==> config.mk <==
export PLATFORM = sky130hd
export DESIGN_NAME = corevx_loadunit_flat
export DESIGN_NICKNAME = d
export VERILOG_FILES = /design/src/rtl/corevx_loadunit_if.sv /design/src/rtl/corevx_loadunit.sv /design/src/flat_wrapper.sv
export SDC_FILE = /design/constraint.sdc
export NUM_CORES = 1
export LEC_CHECK = 0
export CELL_PAD_IN_SITES_DETAIL_PLACEMENT = 2
export CELL_PAD_IN_SITES_GLOBAL_PLACEMENT = 2
export CORE_MARGIN = 5
export CORE_UTILIZATION = 29
export CTS_BUF_LIST = sky130_fd_sc_hd__clkbuf_16
export DETAILED_ROUTE_END_ITERATION = 6
export GPL_TIMING_DRIVEN = 0
export HOLD_SLACK_MARGIN = 0.02
export PLACE_DENSITY_LB_ADDON = 0.05
export SLEW_MARGIN = 20
export SYNTH_ARGS = -nofsm -noshare
export SYNTH_HDL_FRONTEND = slang
export SYNTH_SLANG_ARGS = --single-unit
==> constraint.sdc <==
create_clock -name clk -period 4.15 [get_ports clk]
set_input_delay 0.415 -clock clk [delete_from_list [all_inputs] [get_ports clk]]
set_output_delay 0.415 -clock clk [all_outputs]
set_load 0.02 [all_outputs]
==> src/rtl/corevx_loadunit_if.sv <==
// Load-unit bundle: request side from execute, data-memory read bus, and the
// response side towards the load data extender.
interface corevx_loadunit_if;
  logic        req_valid;
  logic        req_ready;
  logic [31:0] req_addr;
  logic [2:0]  req_type;
  logic [4:0]  req_rd;

  logic [31:0] m_address;
  logic        m_read;
  logic        m_waitrequest;
  logic        m_readdatavalid;
  logic [31:0] m_readdata;
  logic [1:0]  m_response;

  logic        rsp_valid;
  logic        rsp_ready;
  logic [31:0] rsp_data;
  logic [1:0]  rsp_offset;
  logic [2:0]  rsp_type;
  logic [4:0]  rsp_rd;
  logic        rsp_fault;
  logic [1:0]  rsp_cause;

  // Load-unit view: it masters the memory bus and drives the response.
  modport master (
    input  req_valid, req_addr, req_type, req_rd,
    output req_ready,
    output m_address, m_read,
    input  m_waitrequest, m_readdatavalid, m_readdata, m_response,
    output rsp_valid, rsp_data, rsp_offset, rsp_type, rsp_rd, rsp_fault, rsp_cause,
    input  rsp_ready
  );

  // Environment view: execute stage, memory slave and extender together.
  modport slave (
    output req_valid, req_addr, req_type, req_rd,
    input  req_ready,
    input  m_address, m_read,
    output m_waitrequest, m_readdatavalid, m_readdata, m_response,
    input  rsp_valid, rsp_data, rsp_offset, rsp_type, rsp_rd, rsp_fault, rsp_cause,
    output rsp_ready
  );
endinterface

==> src/rtl/corevx_loadunit.sv <==
// Sequential load-access stage: classifies a load, issues one word-aligned bus
// read, captures the raw word and hands it to the extender with a fault code.
module corevx_loadunit #(
  parameter int unsigned TIMEOUT_CYCLES = 255
) (
  input  logic                clk,
  input  logic                rst_n,
  input  logic                flush,
  corevx_loadunit_if.master   bus
);

  localparam logic [15:0] CntLast = 16'(TIMEOUT_CYCLES - 1);

  localparam logic [1:0] CauseNone    = 2'b00;
  localparam logic [1:0] CauseMisalgn = 2'b01;
  localparam logic [1:0] CauseUnknown = 2'b10;
  localparam logic [1:0] CauseAccess  = 2'b11;

  typedef enum logic [2:0] {StIdle, StIssue, StWait, StDrain, StResp} state_e;

  state_e      r_state, w_state_d;
  logic        r_m_read, w_m_read_d;
  logic [31:0] r_m_address, w_m_address_d;
  logic        r_rsp_valid, w_rsp_valid_d;
  logic [31:0] r_rsp_data, w_rsp_data_d;
  logic [1:0]  r_rsp_offset, w_rsp_offset_d;
  logic [2:0]  r_rsp_type, w_rsp_type_d;
  logic [4:0]  r_rsp_rd, w_rsp_rd_d;
  logic [1:0]  r_rsp_cause, w_rsp_cause_d;
  logic [15:0] r_cnt, w_cnt_d;
  // A flush seen while the bus still stalls must survive until the read is taken.
  logic        r_flush_pend, w_flush_pend_d;

  logic w_accept;
  logic w_known;
  logic w_misaligned;

  assign w_accept = bus.req_valid && (r_state == StIdle) && !flush;
  assign w_known  = bus.req_type inside {3'b000, 3'b001, 3'b010, 3'b100, 3'b101};
  assign w_misaligned = ((bus.req_type == 3'b010) && (bus.req_addr[1:0] != 2'b00)) ||
                        (((bus.req_type == 3'b001) || (bus.req_type == 3'b101)) &&
                         bus.req_addr[0]);

  // Next-state and next-register decode for the whole stage.
  always_comb begin
    w_state_d      = r_state;
    w_m_read_d     = r_m_read;
    w_m_address_d  = r_m_address;
    w_rsp_valid_d  = r_rsp_valid;
    w_rsp_data_d   = r_rsp_data;
    w_rsp_offset_d = r_rsp_offset;
    w_rsp_type_d   = r_rsp_type;
    w_rsp_rd_d     = r_rsp_rd;
    w_rsp_cause_d  = r_rsp_cause;
    w_cnt_d        = r_cnt;
    w_flush_pend_d = r_flush_pend;

    unique case (r_state)
      StIdle: begin
        if (w_accept) begin
          w_rsp_offset_d = bus.req_addr[1:0];
          w_rsp_type_d   = bus.req_type;
          w_rsp_rd_d     = bus.req_rd;
          w_rsp_data_d   = '0;
          w_rsp_cause_d  = CauseNone;
          w_flush_pend_d = 1'b0;
          if (!w_known) begin
            w_rsp_cause_d = CauseUnknown;
            w_rsp_valid_d = 1'b1;
            w_state_d     = StResp;
          end else if (w_misaligned) begin
            w_rsp_cause_d = CauseMisalgn;
            w_rsp_valid_d = 1'b1;
            w_state_d     = StResp;
          end else begin
            w_m_address_d = {bus.req_addr[31:2], 2'b00};
            w_m_read_d    = 1'b1;
            w_state_d     = StIssue;
          end
        end
      end
      StIssue: begin
        if (flush) begin
          w_flush_pend_d = 1'b1;
        end
        if (!bus.m_waitrequest) begin
          w_m_read_d = 1'b0;
          w_cnt_d    = '0;
          w_state_d  = (flush || r_flush_pend) ? StDrain : StWait;
        end
      end
      StWait: begin
        if (flush) begin
          // Keep counting so the drain deadline matches the original one.
          w_cnt_d   = r_cnt + 16'd1;
          w_state_d = StDrain;
        end else if (bus.m_readdatavalid) begin
          w_rsp_data_d  = bus.m_readdata;
          w_rsp_cause_d = (bus.m_response != 2'b00) ? CauseAccess : CauseNone;
          w_rsp_valid_d = 1'b1;
          w_state_d     = StResp;
        end else if (r_cnt >= CntLast) begin
          w_rsp_cause_d = CauseAccess;
          w_rsp_valid_d = 1'b1;
          w_state_d     = StResp;
        end else begin
          w_cnt_d = r_cnt + 16'd1;
        end
      end
      StDrain: begin
        if (bus.m_readdatavalid || (r_cnt >= CntLast)) begin
          w_state_d = StIdle;
        end else begin
          w_cnt_d = r_cnt + 16'd1;
        end
      end
      StResp: begin
        if (flush || bus.rsp_ready) begin
          w_rsp_valid_d = 1'b0;
          w_state_d     = StIdle;
        end
      end
      default: begin
        w_state_d = StIdle;
      end
    endcase
  end

  // State and output registers.
  always_ff @(posedge clk or negedge rst_n) begin
    if (!rst_n) begin
      r_state      <= StIdle;
      r_m_read     <= 1'b0;
      r_m_address  <= '0;
      r_rsp_valid  <= 1'b0;
      r_rsp_data   <= '0;
      r_rsp_offset <= '0;
      r_rsp_type   <= '0;
      r_rsp_rd     <= '0;
      r_rsp_cause  <= CauseNone;
      r_cnt        <= '0;
      r_flush_pend <= 1'b0;
    end else begin
      r_state      <= w_state_d;
      r_m_read     <= w_m_read_d;
      r_m_address  <= w_m_address_d;
      r_rsp_valid  <= w_rsp_valid_d;
      r_rsp_data   <= w_rsp_data_d;
      r_rsp_offset <= w_rsp_offset_d;
      r_rsp_type   <= w_rsp_type_d;
      r_rsp_rd     <= w_rsp_rd_d;
      r_rsp_cause  <= w_rsp_cause_d;
      r_cnt        <= w_cnt_d;
      r_flush_pend <= w_flush_pend_d;
    end
  end

  assign bus.req_ready  = (r_state == StIdle);
  assign bus.m_read     = r_m_read;
  assign bus.m_address  = r_m_address;
  assign bus.rsp_valid  = r_rsp_valid;
  assign bus.rsp_data   = r_rsp_data;
  assign bus.rsp_offset = r_rsp_offset;
  assign bus.rsp_type   = r_rsp_type;
  assign bus.rsp_rd     = r_rsp_rd;
  assign bus.rsp_cause  = r_rsp_cause;
  assign bus.rsp_fault  = (r_rsp_cause != CauseNone);

endmodule

==> src/flat_wrapper.sv <==
// flat-port wrapper written by rule: the top's interface ports become plain ports
module corevx_loadunit_flat 
#(
  parameter int unsigned TIMEOUT_CYCLES = 255
)
  (clk, rst_n, flush, bus_req_valid, bus_req_addr, bus_req_type, bus_req_rd, bus_req_ready, bus_m_address, bus_m_read, bus_m_waitrequest, bus_m_readdatavalid, bus_m_readdata, bus_m_response, bus_rsp_valid, bus_rsp_data, bus_rsp_offset, bus_rsp_type, bus_rsp_rd, bus_rsp_fault, bus_rsp_cause, bus_rsp_ready);
  corevx_loadunit_if bus_i ();
  input  logic clk;
  input  logic rst_n;
  input  logic flush;
  input wire logic [$bits(bus_i.req_valid)-1:0] bus_req_valid;
  input wire logic [$bits(bus_i.req_addr)-1:0] bus_req_addr;
  input wire logic [$bits(bus_i.req_type)-1:0] bus_req_type;
  input wire logic [$bits(bus_i.req_rd)-1:0] bus_req_rd;
  output wire logic [$bits(bus_i.req_ready)-1:0] bus_req_ready;
  output wire logic [$bits(bus_i.m_address)-1:0] bus_m_address;
  output wire logic [$bits(bus_i.m_read)-1:0] bus_m_read;
  input wire logic [$bits(bus_i.m_waitrequest)-1:0] bus_m_waitrequest;
  input wire logic [$bits(bus_i.m_readdatavalid)-1:0] bus_m_readdatavalid;
  input wire logic [$bits(bus_i.m_readdata)-1:0] bus_m_readdata;
  input wire logic [$bits(bus_i.m_response)-1:0] bus_m_response;
  output wire logic [$bits(bus_i.rsp_valid)-1:0] bus_rsp_valid;
  output wire logic [$bits(bus_i.rsp_data)-1:0] bus_rsp_data;
  output wire logic [$bits(bus_i.rsp_offset)-1:0] bus_rsp_offset;
  output wire logic [$bits(bus_i.rsp_type)-1:0] bus_rsp_type;
  output wire logic [$bits(bus_i.rsp_rd)-1:0] bus_rsp_rd;
  output wire logic [$bits(bus_i.rsp_fault)-1:0] bus_rsp_fault;
  output wire logic [$bits(bus_i.rsp_cause)-1:0] bus_rsp_cause;
  input wire logic [$bits(bus_i.rsp_ready)-1:0] bus_rsp_ready;
  assign bus_i.req_valid = bus_req_valid;
  assign bus_i.req_addr = bus_req_addr;
  assign bus_i.req_type = bus_req_type;
  assign bus_i.req_rd = bus_req_rd;
  assign bus_req_ready = bus_i.req_ready;
  assign bus_m_address = bus_i.m_address;
  assign bus_m_read = bus_i.m_read;
  assign bus_i.m_waitrequest = bus_m_waitrequest;
  assign bus_i.m_readdatavalid = bus_m_readdatavalid;
  assign bus_i.m_readdata = bus_m_readdata;
  assign bus_i.m_response = bus_m_response;
  assign bus_rsp_valid = bus_i.rsp_valid;
  assign bus_rsp_data = bus_i.rsp_data;
  assign bus_rsp_offset = bus_i.rsp_offset;
  assign bus_rsp_type = bus_i.rsp_type;
  assign bus_rsp_rd = bus_i.rsp_rd;
  assign bus_rsp_fault = bus_i.rsp_fault;
  assign bus_rsp_cause = bus_i.rsp_cause;
  assign bus_i.rsp_ready = bus_rsp_ready;
  corevx_loadunit #(.TIMEOUT_CYCLES(TIMEOUT_CYCLES)) u_core (.clk(clk), .rst_n(rst_n), .flush(flush), .bus(bus_i));
endmodule
==> results of run 1 <==
## layer usage
layer  GRT usage, %  routed length (µm)  up-vias
met2           29.0                6960      101
li1               -                   -     1627
met5              0                  16        -
met3           6.18                1110       18
met1           19.3                5450     1770
met4           5.99                 231        2
## worst register-to-register path, cell delays in order, from the launching register on
cell and delay [ps]:
dfrtp_1 420, clkbuf_1 250, nor3_1 420, nand2_1 420
mux2_2 400
## logic make-up (layout without fill, tap and decap cells)
kind of cell             after synthesis  after routing  share of synthesized area [%]
flip-flops                            96             96                           57.3
AND/OR/NAND/NOR                       96             96                           12.2
AO/OA/AOI/OAI                         86             86                           15.2
multiplexers                          42             42                           11.3
buffers and inverters                 29            203                           3.34
adder cells (fa/ha/maj)                2              2                          0.597
other                                  1              2                         0.0895
## where the power goes
group | switching (mW) | leakage (nW) | internal, mW
Sequential | 0.208 | 1.23 | 1.27
Clock | 0.382 | 0.157 | 0.531
Combinational | 0.967 | 1.31 | 0.954
Total | 1.56 | 2.70 | 2.75
## cell usage after synthesis, types with 5 or more instances
cell type,count
a21oi_1,10
clkbuf_1,12
dfrtp_1,96
o21ai_0,15
inv_1,8
mux2_2,42
a31oi_1,5
nor3_1,7
nand3_1,11
nor2_1,23
nand2_1,26
a22o_1,33
o31ai_1,6
## flip-flops by register name, indices dropped and copies added (netlist names)
| signal | count |
|---|---|
| u_core.bus.m_address | 30 |
| u_core.bus.m_read | 1 |
| u_core.bus.rsp_cause | 2 |
| u_core.bus.rsp_data | 32 |
| u_core.bus.rsp_offset | 2 |
| u_core.bus.rsp_rd | 5 |
| u_core.bus.rsp_type | 3 |
| u_core.bus.rsp_valid | 1 |
| u_core.r_cnt | 16 |
| u_core.r_flush_pend | 1 |
| u_core.r_state | 3 |
## per-stage QoR
stage / total power [mW] / instances / setup WS (ps)
4_1_cts: 4.39 / 711 / 1540
6_report: 4.31 / 711 / 1560
3_5_place_dp: 3.45 / 695 / 1800
2_1_floorplan: 2.46 / 353 / 2140
5_1_grt: 4.57 / 711 / 1410
3_3_place_gp: 3.38 / 694 / -1270
## layout by cell type (no fill, tap or decap), types with 3 or more instances in the layout
cell type and count:
a31oi_1 5, a21oi_1 10, buf_4 3, clkbuf_1 12
nor2_1 23, or2_2 4, o31ai_1 6, inv_6 3
nand2_1 26, clkbuf_16 9, dfrtp_1 96, inv_1 8
buf_2 4, mux2_2 42, o21ai_0 15, a22o_1 33
nand2b_1 3, nor3_1 7, nand3_1 11, buf_6 3
clkdlybuf4s50_1 156, and3_1 3, nand4_1 3
## area by class of cell
cell class,instances,area [µm²]
timing repair buffer,159,1610
multi-input combinational,228,1650
clock inverter,6,91.3
fill,1464,8020
sequential,96,2400
inverter,8,30.0
tap,184,230
buffer,21,110
clock buffer,9,225
## worst paths after layout
check,startpoint,end,slack (ps)
worst max-delay path,u_core.r_state[2]$_DFFE_PN0P_,bus_req_ready,1560
worst min-delay path,flush,u_core.r_flush_pend$_DFFE_PN0P_,470
worst max register to register,u_core.r_state[2]$_DFFE_PN0P_,u_core.bus.rsp_rd[3]$_DFFE_PN0P_,2120
worst min register to register,u_core.bus.m_address[27]$_DFFE_PN0P_,u_core.bus.m_address[27]$_DFFE_PN0P_,510
max in group asynchronous,rst_n,u_core.bus.rsp_cause[1]$_DFFE_PN0P_,2990
min in group asynchronous,rst_n,u_core.bus.m_address[17]$_DFFE_PN0P_,550
==> reports/metrics.yaml, run 1 <==
cts:
  cts-root-buf: "clkbuf_16"
  numClockSinks: 96
  cts.clk_slew.worst_paths_ps: 70
  clk_path_buf_depth: 2
  insertion_delay_ps: 340
  h-tree-depth: 3
  numCtsBuffers: 9
  ctsHoldBuffers: 1
  cts_tree: "yes"
  cts_resized: 0
  cts_setup_buffers: 0
finish:
  final_core_util_pct: 44.2
  final_cell_area_mm2: 0.00635
  nNetsFinal: 606
  antennaDiodeCount: 0
  area_growth_pct: 51.6
  drive_gt1_share_pct: 15.0
detailed_routing:
  drt-initial-drc-count: 96
  drtPass1Iterations: 4
  routed_via_density: 4.95
  avgRoutedWirePerCell_um: 19.4
  wl_mm: 13.8
  vias: 3518
  post-route-drc-count: 0
  detail-route-antenna-nets: 0
synth:
  synth_area_mm2: 0.00419
  avgSynthCellArea_um2: 11.9
  synth_cells: 352
  synth-edff-count: 0
  synth_area_leader_cell: "dfrtp_1"
  ys_types: 48
  ys_seq_area_share_pct: 57.3
  async_flop_share_pct: 100
  synth.area.top_cells: "dfrtp_1 57%, mux2_2 11%, a22o_1 6.9%"
  yosys_warnings: 0
  ys.flop_type: "dfrtp_1"
  synth_top_area_share_pct: 57.3
  synth_seq_cells: 96
worst_setup_path:
  path_depth: 3
  cp.arrival_ps: 2180
  rr_worst_depth: 4
  critPathRequiredTime_ps: 3730
  setup.worst_path.class: "reg2out"
  endpoint_kind: "output pin"
  worstPathCellList: "clkbuf_1 > nor3_1 > clkdlybuf4s50_1"
  start_kind: "flip-flop"
  cp_top_family: "buffers and inverters"
  cpPeakStageDelay_ps: 740
  crit_fanout: 10
  cp.buffers_inverters: 2
  crit_slowest_cell: "clkdlybuf4s50_1"
global_routing:
  grt.overflow.total: 0
  grt_max_degree: 58
  grt_pass1_wl_mm: 22.1
  antenna_found_initial: 1
  grt_pass1_vias: 4088
  grt_usage_pct: 16.9
timing:
  rsz0062_at_grt: "false"
  finalSetupViolCount: 0
  min_period_ps: 2590
  hold_violations: 0
  tightestPinTransition_ps: 615
  period_share_pct: 62.5
  drv_slew: 0
  slew_headroom_pct: 58.8
  holdWs_ps: 471
  setup_tns_ps: 0
  clock.fmax_ghz: 0.386
  finClkSkew_ps: 4.29
die:
  core_mm2: 0.0144
  die_h_um: 130
  start_util_pct: 29.2
  dieArea_mm2: 0.0170
  rows: 44
  die_w_um: 130
  io_pins: 161
min_path:
  hold_path_class: "in2reg"
  hold_depth: 3
outcome:
  status: "finished clean"
job:
  maxCapViolations: 0
power:
  power.density_mw_per_mm2: 679
  p_leak_nw: 2.70
  irDropWorstVdd_v: 0.000237
placement:
  port_buffers: 157
  post-dp-hpwl_mm: 10.4
  place_area_mm2: 0.00602
  gp_congestion: 0.776
No activity file was read; power rests on OpenSTA's default activity.
==> inputs of run 2 (changes only) <==
--- a/config.mk
+++ b/config.mk
@@ -8,7 +8,7 @@
 export CELL_PAD_IN_SITES_DETAIL_PLACEMENT = 2
 export CELL_PAD_IN_SITES_GLOBAL_PLACEMENT = 2
 export CORE_MARGIN = 5
-export CORE_UTILIZATION = 29
+export CORE_UTILIZATION = 27
 export CTS_BUF_LIST = sky130_fd_sc_hd__clkbuf_16
 export DETAILED_ROUTE_END_ITERATION = 6
 export GPL_TIMING_DRIVEN = 0
==> constraint.sdc (replaced) <==
create_clock -name clk -period 2.6 [get_ports clk]
set_input_delay 0.26 -clock clk [delete_from_list [all_inputs] [get_ports clk]]
set_output_delay 0.26 -clock clk [all_outputs]
set_load 0.02 [all_outputs]
==> run 2 against run 1 <==
Net effect:
- sequential share of layout area hardly changed
- hold slack worse by 140 ps
- clock-buffer cell count stayed put
- total power is 58% higher
- largest cell class unchanged
- largest power group unchanged
==> reports/metrics.yaml, run 2 (synthesized netlist as in run 1, its figures left out) <==
timing:
  period_share_pct: 89.6
  fin_ws_ps: 270  # -1290 ps
  finalSetupViolCount: 0  # unchanged
  min_period_ps: 2330
  clock.fmax_ghz: 0.429
  hold_violations: 0  # unchanged
  drv_slew: 0  # unchanged
  tightestPinTransition_ps: 607  # -7.64 ps
  finClkSkew_ps: 5.06  # +0.776 ps
  slew_headroom_pct: 59.5  # +0.73 points
  rsz0062_at_grt: "false"
finish:
  nNetsFinal: 606  # unchanged
  final_common_cell: "clkdlybuf4s50_1"
  final_core_util_pct: 41.7  # -2.5 points
  layout_common_cells: "156 x clkdlybuf4s50_1, 96 x dfrtp_1, 42 x mux2_2"
  largest_reg_flops: 32  # unchanged
  area_growth_pct: 51.4  # about the same
  drive_gt1_share_pct: 15.0  # -0.028 points
global_routing:
  antenna_found_initial: 0  # -1
  grt_pass1_wl_mm: 21.8  # -1.3%
  grt_max_degree: 68  # +17%
  grt.overflow.total: 0  # unchanged
  grt_usage_pct: 15.3  # -1.6 points
  grt_pass1_vias: 4021  # -1.6%
power:
  p_comb_share_pct: 45.2  # +0.6 points
  p_leak_nw: 2.68  # -0.54%
  p_int_mw: 4.30  # +56%
  finalPower_mw: 6.80  # +58%
  seq_power_share_pct: 34.5  # +0.3 points
  irDropWorstVdd_v: 0.000488  # +110%
  switching_share_pct: 36.7  # +0.59 points
  clockPowerShare_pct: 20.4  # -0.8 points
  power.density_mw_per_mm2: 1070  # +58%
  net-switching-power_mw: 2.50  # +60%
cts:
  clk_path_buf_depth: 2  # unchanged
  numCtsBuffers: 9  # unchanged
  numClockSinks: 96  # unchanged
  insertion_delay_ps: 350  # about the same
  cts_tree: "yes"
  cts-root-buf: "clkbuf_16"
  cts.clk_slew.worst_paths_ps: 70  # about the same
  cts_resized: 0  # unchanged
  h-tree-depth: 3  # unchanged
placement:
  gp_congestion: 0.746  # -3.8%
  port_buffers: 157  # unchanged
  post-dp-hpwl_mm: 10.2  # -1.4%
  dp_slack_ps: 343  # -1460 ps
worst_setup_path:
  start_kind: "flip-flop"
  endpoint_kind: "output pin"
  critPathRequiredTime_ps: 2340  # -1390 ps
  setup.worst_path.class: "reg2out"
  crit_fanout: 10  # unchanged
  cp.arrival_ps: 2070  # -110 ps
die:
  rows: 45  # +2.3%
  start_util_pct: 27.6  # -1.6 points
  die_w_um: 135  # +3.4%
  io_pins: 161  # unchanged
  dieArea_mm2: 0.0181  # +6.8%
  core_mm2: 0.0152  # +5.8%
  die_h_um: 135  # +3.4%
outcome:
  status: "finished clean"
detailed_routing:
  drt-initial-drc-count: 107  # +11%
  detail-route-antenna-nets: 0  # unchanged
  routed_via_density: 4.92  # -0.50%
  met2_length_mm: 6.75  # -3.0%
  post-route-drc-count: 0  # unchanged
  wl_met3_mm: 1.05  # -5.2%
  m1WireLength_mm: 5.53  # +1.4%
  top_layer: "met4"
  wl_mm: 13.6  # -1.6%
  avgRoutedWirePerCell_um: 18.9  # -2.5%
  vias: 3530  # +0.34%
  drtPass1Iterations: 4  # unchanged
min_path:
  hold_path_class: "in2reg"
job:
  maxCapViolations: 0  # unchanged
run 2: cell types whose count changed in the layout (fill, tap and decap cells not counted):
cell        previous run  this run
inv_8                  0         1
bufinv_16              2         1
clkinvlp_4             0         2
clkinv_1               0         1
inv_6                  3         2
clkinv_2               1         0
diode_2                0         1
run 2: power by group through the flow:
stage | sequential (mW) | clock (mW) | combinational (mW)
finish | 2.34 | 1.38 | 3.07
global route | 2.42 | 1.51 | 3.28
CTS | 2.35 | 1.44 | 3.13
detailed placement | 2.37 | 0 | 3.11
global placement | 2.35 | 0 | 3.07
floorplan | 2.91 | 0 | 1.01
run 2: layer usage:
metal | global-route usage [%] | vias to the layer above
met1 | 18.2 | 1793
met2 | 25.4 | 95
li1 | - | 1629
met5 | 0 | -
met4 | 4.98 | 0
met3 | 6.00 | 13
run 2: per-stage QoR:
| step | std cells | setup TNS [ps] | hold WS [ps] | cell area [µm²] |
|---|---|---|---|---|
| final | 717 | 0 | 329 | 6340 |
| after detailed placement | 699 | 0 | 166 | 6030 |
| after global placement | 698 | -262650 | 472 | 6000 |
| after CTS | 716 | 0 | 314 | 6340 |
| after floorplan | 353 | 0 | -35.6 | 4190 |
| after global routing | 716 | 0 | 344 | 6340 |
run 2: final cells by class:
type,count,area (µm²)
diodes,1,2.50
clock buffers,9,225
inverters,8,30.0
fillers,1578,8860
flip-flops and latches,96,2400
repair buffers,159,1610
plain buffers,21,110
clock inverters,7,77.6
multi-input cells,228,1650
well taps,188,235
run 2: final timing paths:
kind | startpoint | end | slack (ps) | depth (start not counted)
setup / recovery | u_core.r_state[2]$_DFFE_PN0P_ | bus_req_ready | 270 | 3
hold / removal | flush | u_core.r_flush_pend$_DFFE_PN0P_ | 330 | 3
setup reg to reg | u_core.r_state[1]$_DFFE_PN0P_ | u_core.r_cnt[13]$_DFFE_PN0P_ | 470 | 7
hold reg to reg | u_core.bus.rsp_valid$_DFFE_PN0P_ | u_core.bus.rsp_valid$_DFFE_PN0P_ | 490 | 1
max in group asynchronous | rst_n | u_core.bus.rsp_data[14]$_DFFE_PN0P_ | 1600 | 3
min in group asynchronous | rst_n | u_core.r_cnt[7]$_DFFE_PN0P_ | 360 | 2
run 2: timing repair:
item / 4_1_cts / 5_1_grt
endpoints found under the setup margin: 0 / 0
setup buffers: 0 / 0
hold buffers: 1 / 0
hold endpoints to repair: 29 / 0
run 2: worst max-delay path, stage by stage, from the launching register on:
cell and delay (ps):
dfrtp_1 420, clkbuf_1 250, nor3_1 350, clkdlybuf4s50_1 710
==> inputs of run 3 (changes only) <==
--- a/config.mk
+++ b/config.mk
@@ -5,15 +5,18 @@
 export SDC_FILE = /design/constraint.sdc
 export NUM_CORES = 1
 export LEC_CHECK = 0
+export ABC_AREA = 1
 export CELL_PAD_IN_SITES_DETAIL_PLACEMENT = 2
 export CELL_PAD_IN_SITES_GLOBAL_PLACEMENT = 2
 export CORE_MARGIN = 5
-export CORE_UTILIZATION = 27
+export CORE_UTILIZATION = 25
 export CTS_BUF_LIST = sky130_fd_sc_hd__clkbuf_16
 export DETAILED_ROUTE_END_ITERATION = 6
 export GPL_TIMING_DRIVEN = 0
 export HOLD_SLACK_MARGIN = 0.02
+export MAX_ROUTING_LAYER = met4
 export PLACE_DENSITY_LB_ADDON = 0.05
+export SKIP_CTS_REPAIR_TIMING = 1
 export SLEW_MARGIN = 20
 export SYNTH_ARGS = -nofsm -noshare
 export SYNTH_HDL_FRONTEND = slang
==> run 3 against run 2 <==
Net effect:
- core utilization down 4.0 points
- clock-buffer cell count did not move
- sequential cell count unchanged
- first-iteration DRC count up 27%
- synthesized cell count grew 58%
- non-clock buffer count increased by 6
- maximum frequency is 13% higher
- critical endpoint is now u_core.r_cnt[0]$_DFFE_PN0P_
- largest power group unchanged
- highest routed layer unchanged
==> reports/metrics.yaml, run 3 <==
outcome:
  status: "finished clean"
global_routing:
  antenna_found_initial: 0  # unchanged
  grt_pass1_wl_mm: 27.6  # +26%
  grt_max_degree: 56  # -18%
  grt_pass1_vias: 4939  # +23%
  grt_usage_pct: 16.4  # +1.1 points
  grt.overflow.total: 0  # unchanged
worst_setup_path:
  r2r_end: "u_core.r_cnt[0]$_DFFE_PN0P_"
  critPathRequiredTime_ps: 2880  # +540 ps
  setup.worst_path.class: "reg2reg"
  start_kind: "flip-flop"
  rr_worst_depth: 10  # +3
  cp.arrival_ps: 2350  # +280 ps
  reg2reg_from: "u_core.r_cnt[0]$_DFFE_PN0P_"
  endpoint_kind: "flip-flop"
  endpoint: "u_core.r_cnt[0]$_DFFE_PN0P_"
  critPathLaunch: "u_core.r_cnt[0]$_DFFE_PN0P_"
  r2r_slack_ps: 540  # +70 ps
  crit_fanout: 10  # unchanged
detailed_routing:
  avgRoutedWirePerCell_um: 17.0  # -10%
  post-route-drc-count: 0  # unchanged
  drt-initial-drc-count: 136  # +27%
  wl_mm: 16.3  # +20%
  drtPass1Iterations: 4  # unchanged
  routed_via_density: 4.60  # -6.7%
  vias: 4416  # +25%
  detail-route-antenna-nets: 0  # unchanged
finish:
  final_core_util_pct: 37.7  # -4.0 points
  final_common_cell: "clkdlybuf4s50_1"
  multi_input_area_mm2: 0.00182  # +10%
  stdcell_count: 961  # +34%
  final_cell_area_mm2: 0.00680  # +7.1%
  seq_area_mm2: 0.00240  # unchanged
  layout_common_cells: "157 x clkdlybuf4s50_1, 148 x nand2_1, 96 x dfrtp_1"
  drive_gt1_share_pct: 7.65  # -7.3 points
  antennaDiodeCount: 0  # -1
  largest_reg_flops: 32  # unchanged
  nNetsFinal: 811  # +34%
  fill_cells: 2044  # +30%
  area_growth_pct: 48.5
power:
  p_leak_nw: 3.03  # +13%
  finalPower_mw: 7.81  # +15%
  power.density_mw_per_mm2: 1150  # +7.2%
  irDropWorstVdd_v: 0.000449  # -8.0%
die:
  rows: 49  # +8.9%
  io_pins: 161  # unchanged
  core_mm2: 0.0180  # +19%
  start_util_pct: 25.4  # -2.2 points
  dieArea_mm2: 0.0211  # +17%
  die_w_um: 145  # +8.0%
  die_h_um: 145  # +8.0%
cts:
  insertion_delay_ps: 350  # about the same
  numCtsBuffers: 9  # unchanged
  cts-root-buf: "clkbuf_16"
  h-tree-depth: 3  # unchanged
  clk_path_buf_depth: 2  # unchanged
  cts_tree: "yes"
  numClockSinks: 96  # unchanged
  cts.clk_slew.worst_paths_ps: 70  # about the same
timing:
  fin_ws_ps: 538  # +268 ps
  finClkSkew_ps: 6.73  # +1.67 ps
  finalSetupViolCount: 0  # unchanged
  slew_headroom_pct: 59.1  # -0.39 points
  period_share_pct: 79.3  # -10 points
  min_period_ps: 2060  # -268 ps
  rsz0062_at_grt: "false"
  hold_violations: 0  # unchanged
  clock.fmax_ghz: 0.485  # +13%
  holdWs_ps: 399  # +70.4 ps
  setup_tns_ps: 0  # unchanged
  tightestPinTransition_ps: 613  # +5.84 ps
  drv_slew: 0  # unchanged
synth:
  async_flop_share_pct: 100  # unchanged
  yosys_warnings: 0  # unchanged
  synth_cells: 556  # +58%
  ys_types: 34  # -29%
  synth-edff-count: 0  # unchanged
  synth_seq_cells: 96  # unchanged
  ys.flop_type: "dfrtp_1"
  synth_top_area_share_pct: 52.5  # -4.8 points
  synth_area_leader_cell: "dfrtp_1"
  synth_common_cells: "148 x nand2_1, 96 x dfrtp_1, 95 x nand3_1"
  ys_seq_area_share_pct: 52.5  # -4.8 points
  synth_area_mm2: 0.00458  # +9.2%
  synth.most_common_cell: "nand2_1"
  avgSynthCellArea_um2: 8.23  # -31%
  synth.area.top_cells: "dfrtp_1 52%, nand2_1 12%, nand3_1 10%"
placement:
  dp_cells: 945  # +35%
  post-dp-hpwl_mm: 12.7  # +24%
  port_buffers: 158  # +0.64%
  dp_slack_ps: 187  # -157 ps
  gp_congestion: 0.755  # +1.2%
  place_area_mm2: 0.00648  # +7.4%
job:
  maxCapViolations: 0  # unchanged
min_path:
  hold_path_class: "in2async"
run 3: cell types whose count changed after synthesis, moves of 7 or more:
cell and change:
nor3_1 -7, inv_1 +46, o21ai_0 +24, a21oi_1 -7, nand3_1 +84, mux2_2 -34
nand2_1 +122, a22o_1 -33, nor2_1 +23
run 3: kinds of logic after synthesis:
kind of cell / share of synthesized area, %
and+or+nand+nor: 29.5
DFF: 52.5
buffers and inverters: 7.90
AOI/OAI and AO/OA: 6.18
muxes: 1.97
xor gates and xnor gates: 1.34
adders and majority gates: 0.547
other: 0.0819
run 3: worst min-delay path by stage:
stage                                                 to                            startpoint  cells past startpoint
global route                u_core.r_cnt[13]$_DFFE_PN0P_                                 rst_n                      2
CTS                         u_core.r_cnt[13]$_DFFE_PN0P_                                 rst_n                      1
floorplan           u_core.bus.m_address[10]$_DFFE_PN0P_                                 rst_n                      0
finish                      u_core.r_cnt[13]$_DFFE_PN0P_                                 rst_n                      2
detailed placement          u_core.r_cnt[13]$_DFFE_PN0P_                                 rst_n                      1
global placement    u_core.bus.m_address[29]$_DFFE_PN0P_  u_core.bus.m_address[29]$_DFFE_PN0P_                      2
run 3: critical path, stage by stage, from the launching register on:
cell and delay, ps:
dfrtp_1 470, inv_1 90, ha_1 200, nor2_1 110, nor2_1 60, nand2_1 130, nand2_1 100, a21boi_2 380
buf_4 260, nand3_1 90, nand2_1 80
run 3: layout make-up:
cell class	instances	area share [%]
clock buffers	9	3.31
clock inverters	6	1.25
flip-flops and latches	96	35.3
inverters	56	3.09
multi-input cells	379	26.7
well taps	229	4.21
repair buffers	160	23.8
plain buffers	26	2.23
run 3: where the power goes:
part,internal [mW],switching [mW]
Combinational,1.67,2.25
Clock,0.837,0.587
Sequential,2.11,0.359
Total,4.61,3.19
run 3: per-layer routing:
| metal | track usage, % | routed length (µm) |
|---|---|---|
| met2 | 26.9 | 7990 |
| met4 | 4.80 | 262 |
| met1 | 20.6 | 7490 |
| met5 | - | 0 |
| met3 | 3.18 | 577 |
